`src/rtl/rvc_fetch_aligner.sv`:
```
// rvc_fetch_aligner: fetches 32-bit words into a halfword queue and issues realigned 16/32-bit instructions.
// Latency: fetched halfwords are issuable the cycle after mem_ack (same cycle when RVC_FETCH_BYPASS_EN is defined).
// Backpressure: outputs hold while out_valid & ~out_ready; fetch pauses until the queue has room for a whole word.
module rvc_fetch_aligner #(
  parameter logic [31:0] RESET_PC = 32'h0000_0000,
  parameter int          QDEPTH   = 4
) (
  input  logic        clk,
  input  logic        rst_n,
  output logic        mem_req,
  output logic [31:0] mem_addr,
  input  logic        mem_ack,
  input  logic [31:0] mem_rdata,
  input  logic        redirect,
  input  logic [31:0] redirect_pc,
  output logic        out_valid,
  input  logic        out_ready,
  output logic [31:0] out_instr,
  output logic        out_is_c,
  output logic [31:0] out_pc
);

  localparam int          PW     = $clog2(QDEPTH);
  localparam int          CW     = $clog2(QDEPTH + 1);
  localparam logic [PW:0] QD_PTR = (PW+1)'(QDEPTH);
  localparam logic [CW:0] QD_CNT = (CW+1)'(QDEPTH);

  typedef enum logic [1:0] {
    S_IDLE    = 2'd0,
    S_REQ     = 2'd1,
    S_DISCARD = 2'd2
  } state_e;

  // Pointer advance by 0..2 with wrap at QDEPTH (QDEPTH need not be a power of two).
  function automatic logic [PW-1:0] ptr_add(input logic [PW-1:0] p, input logic [1:0] n);
    logic [PW:0] s;
    s = {1'b0, p} + (PW+1)'(n);
    if (s >= QD_PTR) s = s - QD_PTR;
    return s[PW-1:0];
  endfunction

  // Fetch side state
  state_e      state_q, state_d;
  logic        mem_req_q, mem_req_d;
  logic [31:0] mem_addr_q, mem_addr_d;
  logic [31:0] tgt_q, tgt_d;
  logic        skip_q, skip_d;

  // Queue / issue state
  logic [15:0]   qmem_q [QDEPTH];
  logic [15:0]   qmem_d [QDEPTH];
  logic [PW-1:0] rd_ptr_q, rd_ptr_d;
  logic [PW-1:0] wr_ptr_q, wr_ptr_d;
  logic [CW-1:0] count_q, count_d;
  logic [31:0]   pc_q, pc_d;

  // Incoming word, unpacked from memory byte order into halfwords
  logic [15:0] mem_hw0, mem_hw1;
  logic [15:0] in_hw0, in_hw1;
  logic [1:0]  in_n;
  logic        ack_live;
  logic [31:0] redirect_tgt;
  logic [CW-1:0] count_eff;
  logic        fetch_room;

  // Issue view
  logic [15:0] head0, head1;
  logic [15:0] view0, view1;
  logic [CW:0] avail;
  logic        head_is_c;
  logic [1:0]  need;
  logic        issue_vld;
  logic [1:0]  pop_n;
  logic [1:0]  from_q, from_in, push_n;

  assign mem_hw0      = {mem_rdata[7:0],   mem_rdata[15:8]};
  assign mem_hw1      = {mem_rdata[23:16], mem_rdata[31:24]};
  assign redirect_tgt = {redirect_pc[31:2], 2'b00};

  // Data accepted into the aligner only from a live request not being flushed this cycle.
  assign ack_live = (state_q == S_REQ) && mem_ack && !redirect;
  assign in_hw0   = skip_q ? mem_hw1 : mem_hw0;
  assign in_hw1   = mem_hw1;
  assign in_n     = ack_live ? (skip_q ? 2'd1 : 2'd2) : 2'd0;

  // A redirect empties the queue, so the room check sees it as empty in that cycle.
  assign count_eff  = redirect ? '0 : count_q;
  assign fetch_room = ({1'b0, count_eff} + (CW+1)'(2)) <= QD_CNT;

  // Fetch FSM next state: one request outstanding, address held until acked.
  always_comb begin
    state_d    = state_q;
    mem_addr_d = mem_addr_q;
    tgt_d      = tgt_q;
    skip_d     = skip_q;
    case (state_q)
      S_IDLE: begin
        if (redirect) begin
          mem_addr_d = redirect_tgt;
          skip_d     = redirect_pc[1];
        end
        if (fetch_room) state_d = S_REQ;
      end
      S_REQ: begin
        if (mem_ack) begin
          state_d = S_IDLE;
          if (redirect) begin
            mem_addr_d = redirect_tgt;
            skip_d     = redirect_pc[1];
          end else begin
            mem_addr_d = mem_addr_q + 32'd4;
            skip_d     = 1'b0;
          end
        end else if (redirect) begin
          // Request cannot be retracted; remember the new target and swallow the old data.
          state_d = S_DISCARD;
          tgt_d   = redirect_tgt;
          skip_d  = redirect_pc[1];
        end
      end
      S_DISCARD: begin
        if (redirect) begin
          tgt_d  = redirect_tgt;
          skip_d = redirect_pc[1];
        end
        if (mem_ack) begin
          state_d    = S_IDLE;
          mem_addr_d = redirect ? redirect_tgt : tgt_q;
        end
      end
      default: state_d = S_IDLE;
    endcase
    mem_req_d = (state_d != S_IDLE);
  end

  // Fetch FSM registers
  always_ff @(posedge clk or negedge rst_n) begin
    if (!rst_n) begin
      state_q    <= S_IDLE;
      mem_req_q  <= 1'b0;
      mem_addr_q <= {RESET_PC[31:2], 2'b00};
      tgt_q      <= {RESET_PC[31:2], 2'b00};
      skip_q     <= RESET_PC[1];
    end else begin
      state_q    <= state_d;
      mem_req_q  <= mem_req_d;
      mem_addr_q <= mem_addr_d;
      tgt_q      <= tgt_d;
      skip_q     <= skip_d;
    end
  end

  assign mem_req  = mem_req_q;
  assign mem_addr = mem_addr_q;

  // Issue view: queue head, optionally extended with the halfwords arriving this cycle.
  always_comb begin
    head0 = qmem_q[rd_ptr_q];
    head1 = qmem_q[ptr_add(rd_ptr_q, 2'd1)];
`ifdef RVC_FETCH_BYPASS_EN
    view0 = (count_q != '0) ? head0 : in_hw0;
    view1 = (count_q >= CW'(2)) ? head1 : ((count_q == CW'(1)) ? in_hw0 : in_hw1);
    avail = {1'b0, count_q} + (CW+1)'(in_n);
`else
    view0 = head0;
    view1 = head1;
    avail = {1'b0, count_q};
`endif
    head_is_c = (view0[1:0] != 2'b11);
    need      = head_is_c ? 2'd1 : 2'd2;
    issue_vld = (avail >= (CW+1)'(need)) && !redirect;
    pop_n     = (issue_vld && out_ready) ? need : 2'd0;
  end

  assign out_valid = issue_vld;
  assign out_is_c  = issue_vld & head_is_c;
  assign out_instr = !issue_vld ? 32'd0 : (head_is_c ? {16'd0, view0} : {view1, view0});
  assign out_pc    = pc_q;

  // Queue update: pops drain stored halfwords first, then any bypassed incoming ones; leftovers are written.
  always_comb begin
    qmem_d = qmem_q;
    if (count_q == '0)            from_q = 2'd0;
    else if (count_q == CW'(1))   from_q = (pop_n != 2'd0) ? 2'd1 : 2'd0;
    else                          from_q = pop_n;
    from_in = pop_n - from_q;
    push_n  = in_n - from_in;
    if (push_n == 2'd2) begin
      qmem_d[wr_ptr_q]                  = in_hw0;
      qmem_d[ptr_add(wr_ptr_q, 2'd1)]   = in_hw1;
    end else if (push_n == 2'd1) begin
      qmem_d[wr_ptr_q] = (from_in == 2'd1) ? in_hw1 : in_hw0;
    end
    rd_ptr_d = ptr_add(rd_ptr_q, from_q);
    wr_ptr_d = ptr_add(wr_ptr_q, push_n);
    count_d  = count_q - CW'(from_q) + CW'(push_n);
    pc_d     = pc_q + {29'd0, pop_n, 1'b0};
    if (redirect) begin
      rd_ptr_d = '0;
      wr_ptr_d = '0;
      count_d  = '0;
      pc_d     = redirect_pc;
    end
  end

  // Queue and PC registers
  always_ff @(posedge clk or negedge rst_n) begin
    if (!rst_n) begin
      for (int i = 0; i < QDEPTH; i++) qmem_q[i] <= 16'd0;
      rd_ptr_q <= '0;
      wr_ptr_q <= '0;
      count_q  <= '0;
      pc_q     <= RESET_PC;
    end else begin
      for (int i = 0; i < QDEPTH; i++) qmem_q[i] <= qmem_d[i];
      rd_ptr_q <= rd_ptr_d;
      wr_ptr_q <= wr_ptr_d;
      count_q  <= count_d;
      pc_q     <= pc_d;
    end
  end

endmodule

```
`config.mk`:
```
export PLATFORM = sky130hd
export DESIGN_NAME = rvc_fetch_aligner
export DESIGN_NICKNAME = d
export VERILOG_FILES = /design/src/rtl/rvc_fetch_aligner.sv
export SDC_FILE = /design/constraint.sdc
export NUM_CORES = 1
export LEC_CHECK = 0
export BUFFER_PORTS_ARGS = -buffer_cell sky130_fd_sc_hd__buf_4
export CORE_MARGIN = 2
export CORE_UTILIZATION = 55
export DETAILED_ROUTE_END_ITERATION = 8
export PLACE_DENSITY = 0.78
export SYNTH_ARGS = -nofsm -noshare
export SYNTH_HDL_FRONTEND = slang
export SYNTH_SLANG_ARGS = --single-unit
```
`constraint.sdc`:
```
create_clock -name clk -period 7.15 [get_ports clk]
set_input_delay 1.0725 -clock clk [delete_from_list [all_inputs] [get_ports clk]]
set_output_delay 1.0725 -clock clk [all_outputs]
set_load 0.01 [all_outputs]
```
* Yosys cells after proc, flatten, opt, wreduce, memory -nomap -nowiden
Index checks and enable logic that the tools add are counted.
** Cells by class
- Add/sub/neg operators :: 15
- $lt $le $gt $ge :: 12
- Equal/unequal tests :: 11
- Muxes and demuxes :: 53
- Bitwise operators :: 5
- Reduce and logical (&&, ||, !) cells :: 18
** Operators by type and width (number)
- $mux W32 :: 9
- $bwmux W64 :: 3
- $mux W16 :: 8
- $mux W64 :: 2
- $pmux W32 S3 :: 1
- $bmux W16 S2 :: 2
- $demux W16 S2 :: 2
- $pmux W32 S2 :: 1
- $mux W2 :: 17
- $add A32 B3 Y32 :: 1
- $add A32 B3 Y32 const B :: 1
- $ge A3 B3 Y1 const B :: 8
- $not A2 Y3 :: 4
- $ne A2 B2 Y1 const B :: 5
- $reduce_bool A2 Y1 :: 5
- $sub A2 B1 Y2 const B :: 4
- $add A2 B1 Y3 const B :: 2
- $add A2 B2 Y3 :: 2
- $eq A2 B1 Y1 const B :: 3
- $logic_and A1 B1 Y1 :: 6
- $lt A3 B1 Y1 const B :: 2
- $mux W3 :: 2
- $pmux W2 S3 :: 1
- $add A3 B2 Y4 const B :: 1
- 17 further kinds :: 22
** Storage, ports and cells
- Register bits :: 171
- Input bits :: 69
- Output and inout bits :: 99

* Logic depth before layout (Yosys ltp)
- Depth in word-level cells :: 25
- Depth in mapped cells :: 28

* Worst setup path after synthesis
Ideal clock, no wire load.
- Path type :: reg2reg
- Start :: register rd_ptr_q[0]
- End :: register qmem_q[10] (netlist name)
- Arrival :: 5.013 ns
- Required time :: 7.058 ns
- Setup slack :: 2.045 ns
- Stages on the path, launching flop included :: 26
- Path buffers :: 6
- Period minus slack after synthesis :: 5.105 ns
- Cells stage by stage :: dfrtp_1 -> buf_2 -> mux4_2 -> and2_1 -> buf_6 -> inv_1 -> ha_1 -> nand2b_1 -> a21o_1 -> o21a_1 -> clkbuf_1 -> nand2_1 -> a211oi_1 -> ha_1 -> inv_1 -> ha_1 -> xnor2_1 -> xnor2_1 -> xnor2_1 -> ha_1 -> clkbuf_1 -> clkbuf_1 -> nor2b_1 -> buf_1 -> a22oi_1 -> o221ai_1
** On the way
- Cells in the longest elaborated chain, start to end :: 20
- Elaborated cells on any way between the ends :: 24
- Classes of those cells :: add/sub (2); order compare (1); eq/ne (4); mux (12); bitwise (1); reduce/logical (4)
** Ends and longest elaborated chain
- from (decl) :: RTL line 52 : logic [PW-1:0] rd_ptr_q, rd_ptr_d;
- from (signal assigned) :: RTL line 216 : rd_ptr_q <= rd_ptr_d;
- $not A2 Y3 (not written as such) (*) :: RTL line 158 : head0 = qmem_q[rd_ptr_q];
- $bmux W16 S2 (*) :: RTL line 158
- $mux W16 (not written as such) (*) (2 in series) :: RTL line 158
- $ne A2 B2 Y1 (*) :: RTL line 169 : head_is_c = (view0[1:0] != 2'b11);
- $mux W2 (*) :: RTL line 170 : need = head_is_c ? 2'd1 : 2'd2;
- $ge A3 B2 Y1 :: RTL line 171 : issue_vld = (avail >= (CW+1)'(need)) && !redirect;
- $logic_and A1 B1 Y1 :: RTL line 171
- $logic_and A1 B1 Y1 :: RTL line 172 : pop_n = (issue_vld && out_ready) ? need : 2'd0;
- [... 3 more ...]
- $mux W2 :: RTL line 184 : else if (count_q == CW'(1)) from_q = (pop_n != 2'd0) ? 2'd1 : 2'd0;
- $mux W2 :: RTL line 183 : if (count_q == '0) from_q = 2'd0;
- $sub A2 B2 Y2 (*) :: RTL line 186 : from_in = pop_n - from_q;
- $eq A2 B1 Y1 :: RTL line 192 : qmem_d[wr_ptr_q] = (from_in == 2'd1) ? in_hw1 : in_hw0;
- $mux W16 :: RTL line 192
- $bwmux W64 :: RTL line 192
- $mux W64 :: RTL line 191 : end else if (push_n == 2'd1) begin
- $mux W64 :: RTL line 188 : if (push_n == 2'd2) begin
- to (decl) :: RTL line 50 : logic [15:0] qmem_q [QDEPTH];
Every way passes the cells marked *; elsewhere a longest branch is shown, timed or not. The select of a mux whose other input is x is not followed.
A chain may end at the register's enable or synchronous reset.

* Worst setup path after layout
- Start :: register rd_ptr_q[0]
- End :: register qmem_q[56] (netlist name)
The elaborated chain is that of the path after synthesis.

==> flow_summary_export.csv <==
group,metric,value,unit
outcome,status,"finished clean",
pwr,peakVddDrop,0.000290,V
pwr,p_clk_share,19.3,%
layout,area_growth,18.8,%
logic_synthesis,synth_ff_type,"dfrtp_1",
critical_path,path_class,"flip-flop to flip-flop",
floorplanning,ios,168,
critical_path,rr_endpoint,"qmem_q[56]",
hold_path,hold_start,"tgt_q[1]",
layout,drive_gt1_share,22.8,%
logic_synthesis,syn_avg_cell_area,9.30,µm²
logic_synthesis,syn_nets,1275,
layout,multi_input_area,6300,µm²
critical_path,crit_fanout,27,
clocking,post-cts-setup-buffer-count,0,
grt,grt.total_usage,30.5,%
pwr,power_frac_seq,31.1,%
drt,wirelength,32100,µm
clocking,clock-sinks,171,
sta,worst_pin_slew,1.16,ns
grt,use_met1,38.6,%
logic_synthesis,postSynthCellCount,1182,
logic_synthesis,yosysMostFrequentCell,"dfrtp_1",
pwr,p_per_area,400,nW/µm²
grt,grt_overflow_total,0,
grt,grt_pass1_vias,10043,
pwr,power.internal,3.02,mW
critical_path,critical_path_required,7.51,ns
drt,vias,10134,
hold_path,holdPathEnd,"tgt_q[1]",
hold_path,whs_path_depth,1,
hold_path,hp-class,"flip-flop to flip-flop",
sta,relSlewSlack,22.6,%
layout,regArea,4280,µm²
clocking,cts_tree,"done",
drt,ant_nets,0,
placed_design,place.gp.congestion,0.887,
pwr,swShare,42.1,%
layout,n_antenna_cell,0,
logic_synthesis,synth_top_cell_area_share,38.9,%
pwr,p_comb_share,49.6,%
sta,fin_crit_sh,89.0,%
placed_design,dp_hpwl,21600,µm
critical_path,critPathCaptureType,"flip-flop",
drt,wire_per_inst,20.2,µm
layout,nNetsFinal,1399,
pwr,power_switching,2.19,mW
sta,fin_skew,0.0104,ns
sta,rsz0062_at_grt,"false",
logic_synthesis,ys_top_cells_by_area,"dfrtp_1 (39%), mux4_2 (6.6%), o21ai_0 (4.8%), nand2_1 (4.6%), mux2_2 (3.7%)",
layout,final_cell_area,13100,µm²
critical_path,slowest_delay,0.71,ns
clocking,clk_path_buf_depth,2,
logic_synthesis,yosys-top-cells-count,"dfrtp_1 (171), nand2_1 (136), o21ai_0 (106)",
logic_synthesis,ys_seq_elements,171,
sta,finalSetupTns,0,ns
floorplanning,die_w,145,µm
critical_path,cp.arrival,6.73,ns
clocking,cts.clk_slew.worst_paths,0.07,ns
grt,grt_pass1_wl,52300,µm
sta,finalSetupViolCount,0,
clocking,h-tree-depth,4,
sta,fmax,157,MHz
critical_path,crit_path_start_kind,"flip-flop",
critical_path,crit_chain,"mux4_2 > and2_1 > inv_1 > ha_1 > nand2b_1 > a21o_1 > o21a_1 > nand2_1 > a211oi_1 > ha_1 > inv_1 > ha_1 > xnor2_1 > xnor2_1 > xnor2_1 > ha_2 > nand2b_1 > nor2b_1 > a221oi_1 > nand2b_1 > o21ai_0 > a21oi_1",
logic_synthesis,synth_seq_area_share,38.9,%
floorplanning,rows,51,
critical_path,slowest_stage,"nor2b_1",
logic_synthesis,async_flop_share,100,%
pwr,p_leak,5.50,nW
sta,finalCriticalPeriod,6.36,ns
floorplanning,fp.dieH,145,µm
logic_synthesis,synth.largest_area_cell,"dfrtp_1",
critical_path,r2r_cells,22,
sta,timing_hold_violations_final,0,
clocking,cts_buffers,17,
pwr,total_power,5.22,mW
floorplanning,initial_core_util,56.3,%
drt,drc_errors,0,
drt,drt_iter0_markers,946,
critical_path,rrSetupSlack,0.79,ns
logic_synthesis,synth.distinct_cells,58,
clocking,cts_root_buffer,"clkbuf_16",
grt,use_met2,50.6,%
placed_design,dpl_cell_area,12400,µm²
grt,busiest_layer,"met2",
sta,drv_slew,0,
drt,drtPass1Iterations,5,
clocking,clk_latency,0.44,ns
placed_design,port_buffers,167,
logic_synthesis,synth_area,11000,µm²
grt,grt.met3_usage,6.46,%
floorplanning,die_area,21100,µm²
critical_path,r2r_start,"rd_ptr_q[0]",
layout,fillers,1626,
run,maxCapViolCount,0,
drt,vias_per_cell,6.40,
floorplanning,core,19500,µm²
grt,antenna_found_initial,0,
placed_design,dpl.cell_count,1552,
logic_synthesis,yosysWarningCount,0,
layout,layoutNonFillerInstCount,1584,
logic_synthesis,synth_enable_flop_cells,0,
grt,grt_max_degree,101,
## state kept, by name (all words and copies together) (netlist names)
register  count
state_q       2
skip_q        1
rd_ptr_q      2
out_pc       32
tgt_q        32
count_q       3
qmem_q       64
mem_req       1
wr_ptr_q      2
mem_addr     32
## metal layers
metal | vias to the layer above | part of all wire [%] | routed length (µm)
li1 | 4577 | - | -
met3 | 93 | 8.7 | 2790
met1 | 4939 | 39 | 12400
met4 | 0 | 3.5 | 1130
met2 | 525 | 49 | 15700
met5 | - | 0 | 0
## power by group through the flow
stage               registers (mW)  logic [mW]  clock network (mW)
floorplan                     1.58        1.74                   0
global placement              1.61        2.47                   0
detailed placement            1.63        2.54                   0
CTS                           1.61        2.56                1.01
global route                  1.66        2.83                1.05
finish                        1.62        2.59                1.01
## cell families after synthesis
family	after synthesis	synth area share [%]
simple gates	402	17.3
compound gates	334	20.4
flops	171	38.9
buf+inv	112	3.97
mux	90	12.5
xor+xnor	49	3.90
fa+ha+maj	24	2.94
## critical path, delay by kind of cell (launching register included)
| kind | cells | cell delay [ns] |
|---|---|---|
| XOR/XNOR | 3 | 0.51 |
| adder cells (fa/ha/maj) | 4 | 1.38 |
| AO/OA/AOI/OAI | 6 | 1.75 |
| flip-flops | 1 | 0.43 |
| multiplexers | 1 | 0.37 |
| AND/OR/NAND/NOR | 6 | 1.60 |
| buffers and inverters | 2 | 0.24 |
## metrics by stage
stage                     util [%]  hold WS, ns  setup slack (ns)
after global placement        63.6        0.482             0.771
after detailed placement      63.6        0.490             0.612
after CTS                     66.8        0.508             0.599
after global routing          66.9        0.514             0.233
after floorplan                  -        0.464              2.05
final                         66.9        0.502             0.786
## cells in the final DEF (no fill, tap or decap), types with 23 or more instances in the layout
cell type / instances
buf_4: 183
dfrtp_1: 170
nand2_1: 136
o21ai_0: 106
nor2_1: 97
a22oi_1: 51
a21oi_1: 47
mux2_2: 36
nor2b_1: 34
nand3_1: 34
inv_1: 32
mux4_2: 32
xnor2_1: 26
a221o_1: 26
and2_1: 23
xor2_1: 23
## worst max-delay path by stage
stage | start | to | slack (ns)
global route | rd_ptr_q[0] | qmem_q[56] | 0.23
CTS | rd_ptr_q[0] | qmem_q[56] | 0.60
finish | rd_ptr_q[0] | qmem_q[56] | 0.79
global placement | redirect | qmem_q[5] | 0.77
detailed placement | redirect | qmem_q[56] | 0.61
floorplan | rd_ptr_q[0] | qmem_q[10] | 2.05
## cell type report
class                      count  share of cell area, %
inverter                      33                  0.949
sequential                   171                   32.8
timing repair buffer         184                   10.6
clock buffer                  19                   3.47
multi-input combinational    899                   48.3
clock inverter                13                   1.36
tap                          265                   2.54
## what timing repair did
| action | CTS | global route |
|---|---|---|
| resized for setup | 0 | 1 |
| hold buffers | 0 | 0 |
| endpoints found under the setup margin | 0 | 9 |
Note: power is estimated with default switching activity, not from simulation.
